**src/rtl/ghost_sprite_mux.sv**
```systemverilog
// Multi-ghost sprite renderer: per-frame shadowed positions, fixed-priority overlap, frightened flash.
// Optional eyes overlay enabled by defining GHOST_EYES_EN; the default build draws solid boxes.
module ghost_sprite_mux #(
  parameter int          NUM_GHOSTS   = 4,
  parameter int          COORD_W      = 9,
  parameter int          SPRITE_W     = 14,
  parameter int          SPRITE_H     = 14,
  parameter int          FLASH_FRAMES = 16,
  parameter logic [11:0] FRIGHT_COLOR = 12'h22F,
  parameter logic [11:0] FLASH_COLOR  = 12'hFFF
) (
  input  logic                          clk,
  input  logic                          rst,
  input  logic                          frame_start,
  input  logic [NUM_GHOSTS*COORD_W-1:0] ghost_x,
  input  logic [NUM_GHOSTS*COORD_W-1:0] ghost_y,
  input  logic [NUM_GHOSTS*12-1:0]      ghost_color,
  input  logic [NUM_GHOSTS-1:0]         ghost_en,
  input  logic                          frightened,
  input  logic                          de,
  input  logic [COORD_W-1:0]            sx,
  input  logic [COORD_W-1:0]            sy,
  output logic [3:0]                    R,
  output logic [3:0]                    G,
  output logic [3:0]                    B,
  output logic                          de_out,
  output logic                          hit,
  output logic [2:0]                    hit_id
);

  localparam int CNT_W = (FLASH_FRAMES > 1) ? $clog2(FLASH_FRAMES) : 1;
  localparam logic [CNT_W-1:0] CNT_LAST = CNT_W'(FLASH_FRAMES - 1);
  localparam logic [COORD_W:0] SW = (COORD_W+1)'(SPRITE_W);
  localparam logic [COORD_W:0] SH = (COORD_W+1)'(SPRITE_H);

  logic [NUM_GHOSTS*COORD_W-1:0] sh_x, sh_y;
  logic [NUM_GHOSTS*12-1:0]      sh_col;
  logic [NUM_GHOSTS-1:0]         sh_en;
  logic [CNT_W-1:0]              flash_cnt;
  logic                          flash_phase;

  always_ff @(posedge clk) begin
    if (rst) begin
      sh_x   <= '0;
      sh_y   <= '0;
      sh_col <= '0;
      sh_en  <= '0;
    end else if (frame_start) begin
      sh_x   <= ghost_x;
      sh_y   <= ghost_y;
      sh_col <= ghost_color;
      sh_en  <= ghost_en;
    end
  end

  always_ff @(posedge clk) begin
    if (rst || !frightened) begin
      flash_cnt   <= '0;
      flash_phase <= 1'b0;
    end else if (frame_start) begin
      if (flash_cnt == CNT_LAST) begin
        flash_cnt   <= '0;
        flash_phase <= ~flash_phase;
      end else begin
        flash_cnt <= flash_cnt + 1'b1;
      end
    end
  end

  // Stage 1: coverage in COORD_W+1 bits so a sprite near the right/bottom edge never wraps.
  logic [NUM_GHOSTS-1:0] cover_c, s1_cover;
  logic                  s1_de;
`ifdef GHOST_EYES_EN
  logic [COORD_W:0] rel_x_c [NUM_GHOSTS];
  logic [COORD_W:0] rel_y_c [NUM_GHOSTS];
  logic [COORD_W:0] s1_rel_x [NUM_GHOSTS];
  logic [COORD_W:0] s1_rel_y [NUM_GHOSTS];
`endif

  always_comb begin
    cover_c = '0;
    for (int i = 0; i < NUM_GHOSTS; i++) begin
      cover_c[i] = sh_en[i]
        && ({1'b0, sx} >= {1'b0, sh_x[i*COORD_W +: COORD_W]})
        && ({1'b0, sx} <  {1'b0, sh_x[i*COORD_W +: COORD_W]} + SW)
        && ({1'b0, sy} >= {1'b0, sh_y[i*COORD_W +: COORD_W]})
        && ({1'b0, sy} <  {1'b0, sh_y[i*COORD_W +: COORD_W]} + SH);
`ifdef GHOST_EYES_EN
      rel_x_c[i] = {1'b0, sx} - {1'b0, sh_x[i*COORD_W +: COORD_W]};
      rel_y_c[i] = {1'b0, sy} - {1'b0, sh_y[i*COORD_W +: COORD_W]};
`endif
    end
  end

  always_ff @(posedge clk) begin
    if (rst) begin
      s1_cover <= '0;
      s1_de    <= 1'b0;
`ifdef GHOST_EYES_EN
      for (int i = 0; i < NUM_GHOSTS; i++) begin
        s1_rel_x[i] <= '0;
        s1_rel_y[i] <= '0;
      end
`endif
    end else begin
      s1_cover <= cover_c;
      s1_de    <= de;
`ifdef GHOST_EYES_EN
      for (int i = 0; i < NUM_GHOSTS; i++) begin
        s1_rel_x[i] <= rel_x_c[i];
        s1_rel_y[i] <= rel_y_c[i];
      end
`endif
    end
  end

  // Stage 2: descending scan so the lowest covering index is the one left standing.
  logic [2:0]  win_id;
  logic        win_hit;
  logic [11:0] win_col;
  logic        win_eye;
  logic [11:0] pix_col;

  always_comb begin
    win_id  = '0;
    win_hit = 1'b0;
    win_col = '0;
    win_eye = 1'b0;
    for (int i = NUM_GHOSTS - 1; i >= 0; i--) begin
      if (s1_cover[i]) begin
        win_id  = 3'(i);
        win_hit = 1'b1;
        win_col = sh_col[i*12 +: 12];
`ifdef GHOST_EYES_EN
        win_eye = ((s1_rel_y[i] == (COORD_W+1)'(3)) || (s1_rel_y[i] == (COORD_W+1)'(4)))
          && ((s1_rel_x[i] == (COORD_W+1)'(3)) || (s1_rel_x[i] == (COORD_W+1)'(4))
           || (s1_rel_x[i] == (COORD_W+1)'(SPRITE_W - 5))
           || (s1_rel_x[i] == (COORD_W+1)'(SPRITE_W - 4)));
`else
        win_eye = 1'b0;
`endif
      end
    end
    if (frightened) pix_col = flash_phase ? FLASH_COLOR : FRIGHT_COLOR;
    else            pix_col = win_col;
    if (win_eye) pix_col = 12'hFFF;
  end

  always_ff @(posedge clk) begin
    if (rst) begin
      {R, G, B} <= '0;
      de_out    <= 1'b0;
      hit       <= 1'b0;
      hit_id    <= '0;
    end else begin
      de_out <= s1_de;
      if (s1_de && win_hit) begin
        {R, G, B} <= pix_col;
        hit       <= 1'b1;
        hit_id    <= win_id;
      end else begin
        {R, G, B} <= '0;
        hit       <= 1'b0;
        hit_id    <= '0;
      end
    end
  end

endmodule

```
**config.mk**
```make
export PLATFORM = sky130hd
export DESIGN_NAME = ghost_sprite_mux
export DESIGN_NICKNAME = d
export VERILOG_FILES = /design/src/rtl/ghost_sprite_mux.sv
export SDC_FILE = /design/constraint.sdc
export NUM_CORES = 1
export LEC_CHECK = 0
export BUFFER_PORTS_ARGS = -buffer_cell sky130_fd_sc_hd__buf_4
export CORE_UTILIZATION = 57
export CTS_CLUSTER_SIZE = 24
export DETAILED_ROUTE_END_ITERATION = 8
export GPL_TIMING_DRIVEN = 0
export PLACE_DENSITY_LB_ADDON = 0.3
export SLEW_MARGIN = 10
export SYNTH_ARGS = -nofsm -noshare
export SYNTH_HDL_FRONTEND = slang
export SYNTH_SLANG_ARGS = --single-unit
```
**constraint.sdc**
```tcl
create_clock -name clk -period 2.79 [get_ports clk]
set_clock_uncertainty 0.15 [all_clocks]
set_input_delay 0.279 -clock clk [delete_from_list [all_inputs] [get_ports clk]]
set_output_delay 0.279 -clock clk [all_outputs]
set_load 0.02 [all_outputs]
```
; ---- After elaboration in Yosys (flattened, before gate mapping)
; Index checks and enable logic that the tools add are counted.
[word_totals]
in_bits = 147
output_inout_bits = 17
elab_cells = 83
register_bits = 151
[op_classes]
add_sub_neg = 9
n_reduce_logical = 24
n_mux = 15
order_cmp = 16
n_bitwise = 2
eq_ne = 1
[ops]
columns = op, count
row1 = 9-bit by 4-bit adder with 10-bit output (second input constant), 8
row2 = 9-bit by 10-bit < comparator with 1-bit output, 8
row3 = 9-bit greater-or-equal comparator, 8
row4 = 12-bit 2-to-1 mux, 6
row5 = 1-bit logical AND, 17
row6 = 1-bit 2-to-1 mux, 6
row7 = 5-bit OR reduction, 1
row8 = 4-bit by 1-bit adder with 4-bit output (second input constant), 1
row9 = 4-bit equality test (second input constant), 1
row10 = 2-bit 2-to-1 mux, 2
row11 = 4-bit 2-to-1 mux, 1
row12 = 4-bit OR reduction, 1
row13 = 3-bit OR reduction, 1
row14 = 1-bit NOT, 2
row15 = 2-bit AND reduction, 1
row16 = 2-bit OR reduction, 1
row17 = 1-bit zero test, 1
row18 = 1-bit logical OR, 1

; ---- Logic depth before layout (Yosys ltp)
[logic_depth]
depth_word = 7
ltp_mapped = 11
ltp_nobuf = 11

; ---- Worst setup path after synthesis
; OpenSTA, ideal clock, no wires.
[synth_path]
path_kind = register to register
start = register sh_x[10]
end = register s1_cover[1]
t_arrival_ns = 2.204
slack_ns = 0.348
stages_incl_launch_ff = 12
setup_time_ns = 0.088
path_cell_list = dfxtp_1 inv_1 ha_1 nand2_1 nand4_1 xnor2_1 ha_1 a2111oi_2 o211ai_1 a31o_1 o21a_1 nor4_2
[synth_via]
elab_chain_len = 5
elab_cells_between_ends = 7
classes_between = add/sub: 1 / order compare: 2 / reduce/logical: 4
[synth_lines]
columns = item, line
row1 = start: declaration, 36  ; logic [NUM_GHOSTS*COORD_W-1:0] sh_x, sh_y;
row2 = start signal: assignment, 49  ; sh_x <= ghost_x;
row3 = 9-bit by 4-bit adder with 10-bit output / 9-bit greater-or-equal comparator (equally long branches), "85, 84"
row4 = 9-bit by 10-bit < comparator with 1-bit output / 1-bit logical AND (equally long branches), "85, 84"
row5 = 1-bit logical AND *, 85  ; && ({1'b0, sx} < {1'b0, sh_x[i*COORD_W +: COORD_W]} + SW)
row6 = 1-bit logical AND *, 86  ; && ({1'b0, sy} >= {1'b0, sh_y[i*COORD_W +: COORD_W]})
row7 = 1-bit logical AND *, 87  ; && ({1'b0, sy} < {1'b0, sh_y[i*COORD_W +: COORD_W]} + SH);
row8 = end signal: assignment, 106  ; s1_cover <= cover_c;
row9 = end: declaration, 71  ; logic [NUM_GHOSTS-1:0] cover_c, s1_cover;
; Every way passes the cells marked *; elsewhere a longest branch is shown, timed or not.
; A chain may end at the register's enable or synchronous reset.

; ---- Final worst setup path
[layout_path]
start = register sh_x[29]
end = register s1_cover[3]
; The elaborated chain is that of the path after synthesis.

==> results.toml <==
[drt]
viasPerCell = 5.677
first_pass_iters = 5
num_vias = 9037
drtIter0Drc = 522
wl_per_cell_um = 17.56
routed_wl_um = 27950
drc = 0
ant_nets = 0

[global_route]
grt_pass1_wl_um = 42460
grt_use_total = 0.3248
antenna_found_initial = 0
grt_overflow = 0
grt_pass1_vias = 8932
grt_start_max_net_pins = 17

[clock_network]
cts_buffers = 17
clockRootBuffer = "clkbuf_16"
htree_levels = 4
cts.sinks = 150
clkTransAtPathRegs_ps = 70
tritoncts = "done"
clk_latency_ps = 440
clockBufferDepth = 2

[die]
core_area_um2 = 16000
die-area_um2 = 17060
die_h_um = 130.6
initial_core_util = 0.5892
num_rows = 46
die_w_um = 130.6
ios = 164

[setup_path]
cp.depth = 11
critPathCaptureType = "register"
path_cells = "inv_2, ha_4, nand2b_4, nor3b_4, xnor2_1, ha_1, a211o_1, o221a_1, o21ai_1, o21bai_1, nor4_2"
cpLargestDelayFamily = "compound AO/OA/AOI/OAI gates"
r2r_cells = 11
critical_path.max_fanout = 3
slowest_delay_ps = 350
arrival_ps = 2960
required_ps = 2960
path_buf_inv = 1
critPathKind = "reg -> reg"
startpoint_type = "register"
cp_slowest_cell = "dfxtp_2"

[cells_and_area]
nFillCells = 1023
area_delta_synth_final_pct = 36.67
drive_above_1_share = 0.1847
multi_input_area_um2 = 6026
nets = 1654
final-seq-area_um2 = 3010

[pwr]
p_per_area_nw_per_um2 = 467.5
netSwitchingFraction = 0.2942
p_seq_frac = 0.391
power_leakage_uw = 0.005859
finalPower_uw = 6024
p_sw_uw = 1772
comb_power_share = 0.224
intPower_uw = 4252
ir_drop_mv = 0.4907
clock_power_share = 0.385

[sta]
final_hold_viol_count = 0
slew_headroom = 0.6010
worst_slew_pin_slew_ps = 598.6
period_share = 1.003
fin_ws_ps = -8.347
timing.fmax_mhz = 357.4
setup_viol = 1
rsz0062_at_grt = "true"
period_needed_ps = 2798
finalMaxSlewViolations = 0

[synth]
yosys_most_used_dff = "dfxtp_1"
synth_cells = 1051
yosysTopAreaCell = "dfxtp_1"
ys_seq_area_frac = 0.3185
synth_cell_types = 53
syn-cell-area_um2 = 9428
ys_ff_latch = 150
synth.top_cell.area_share = 0.3185
async_flop_share = 0
avgSynthCellArea_um2 = 8.970
synth-edff-count = 0
synthTopCellsByArea = "dfxtp_1, ha_1, mux2i_1, nor2_1, xnor2_1"
synth_fp_nets = 1343
ys.warnings.count = 0

[placed_design]
gp_congestion = 0.8752
pre_cts_ws_ps = -102.8
dp_hpwl_um = 18120
port_buffers = 160

[job]
max_cap_violations = 0

[worst_hold_path]
hold_class = "in -> reg"
holdPathStages = 3

[outcome]
status = "finished, violations left"
violations = "negative setup slack"
worst register-to-register path: cells and delay by family, from the launching register on:
family | cells | cell delay (ps)
simple gates | 3 | 650
flops | 1 | 350
buf+inv | 1 | 60
fa+ha+maj | 2 | 500
xor+xnor | 1 | 110
compound gates | 4 | 870
sequential cells by signal (all words and copies together) (netlist names):
register     flops
G                4
sh_x            36
hit              1
s1_cover         4
flash_phase      1
sh_en            4
R                4
flash_cnt        4
s1_de            1
sh_col          48
sh_y            36
hit_id           2
de_out           1
B                4
cell usage after synthesis, types with 5 or more instances:
library cell  count
nor2_1          158
dfxtp_1         150
ha_1            145
mux2i_1         126
inv_1            70
a21oi_1          68
xnor2_1          48
nand2_1          36
buf_2            22
o21ai_0          19
a211oi_1         17
nand3_1          17
nor3_1           16
clkbuf_1         13
o21a_1           10
or3_1            10
nand4_1           9
o211ai_1          9
a2111oi_0         8
a21o_1            8
inv_2             8
and3_1            7
nand2b_1          7
o21ai_1           7
nand3b_1          6
nor2b_1           6
buf_1             5
layout make-up:
class,instances,area share
tap,216,0.02097
clock buffer,19,0.03515
multi-input combinational,782,0.4677
buffer,41,0.01437
clock inverter,13,0.01068
inverter,78,0.02292
sequential,150,0.2336
antenna,1,0.0001942
timing repair buffer,292,0.1944
placed cells by master (no fill, tap or decap), drive strengths merged, types with 16 or more instances in the layout:
cell type	instances
a211oi	19
a21oi	68
buf	195
clkbuf	32
dfxtp	150
dlygate4sd3	125
ha	145
inv	84
mux2i	126
nand2	36
nand3	17
nor2	158
nor3	16
o21ai	26
xnor2	48
what timing repair did:
action                                  CTS  global route
hold endpoints to repair                128             0
cloned                                    0             0
resized for setup                         2            22
pin swaps                                 0            12
setup buffers                             0             7
hold buffers                            125             0
endpoints found under the setup margin    2             3
metrics by stage:
step	std cells	util	hold WS (ps)	cell area [um^2]	setup TNS (ps)
2_1_floorplan	1051	-	257.2	9428	0
3_3_place_gp	1427	0.6812	322.5	10900	-62.39
3_5_place_dp	1427	0.6812	332.3	10900	-160.5
4_1_cts	1584	0.7971	24.96	12750	-36.27
5_1_grt	1591	0.8051	7.159	12880	-95.11
6_report	1592	0.8053	19.69	12880	-8.347
per-layer routing:
metal  vias up  wire (um)  track usage
met5         -          0            0
met4         0       1322       0.1947
met3       104       1554      0.06311
met2       371      13720       0.5636
met1      4240      11350       0.3699
li1       4322          -            -
worst paths after layout:
path                                      start           to  slack [ps]
worst min-delay path            ghost_color[21]   sh_col[21]          20
worst min register to register         sh_en[1]  s1_cover[1]         340
worst max register to register         sh_x[29]  s1_cover[3]          -8
worst max-delay path                   sh_x[29]  s1_cover[3]          -8
cells by family (layout without fill, tap and decap cells):
| group | after synthesis | after routing | share of synthesized area |
|---|---|---|---|
| and+or+nand+nor | 280 | 280 | 0.1323 |
| DFF | 150 | 150 | 0.3185 |
| xor gates and xnor gates | 50 | 50 | 0.04645 |
| other | 1 | 2 | 0.0003978 |
| buffers and inverters | 119 | 443 | 0.05070 |
| AOI/OAI and AO/OA | 180 | 180 | 0.1254 |
| adders and majority gates | 145 | 145 | 0.1924 |
| muxes | 126 | 126 | 0.1338 |
power by group through the flow:
stage	registers [uW]	clock network (uW)	logic, uW
global placement	2390	0	1070
global route	2360	2420	1490
floorplan	2360	0	733
finish	2350	2320	1350
detailed placement	2390	0	1120
CTS	2340	2330	1280
Power figures use the tool's default switching activity.
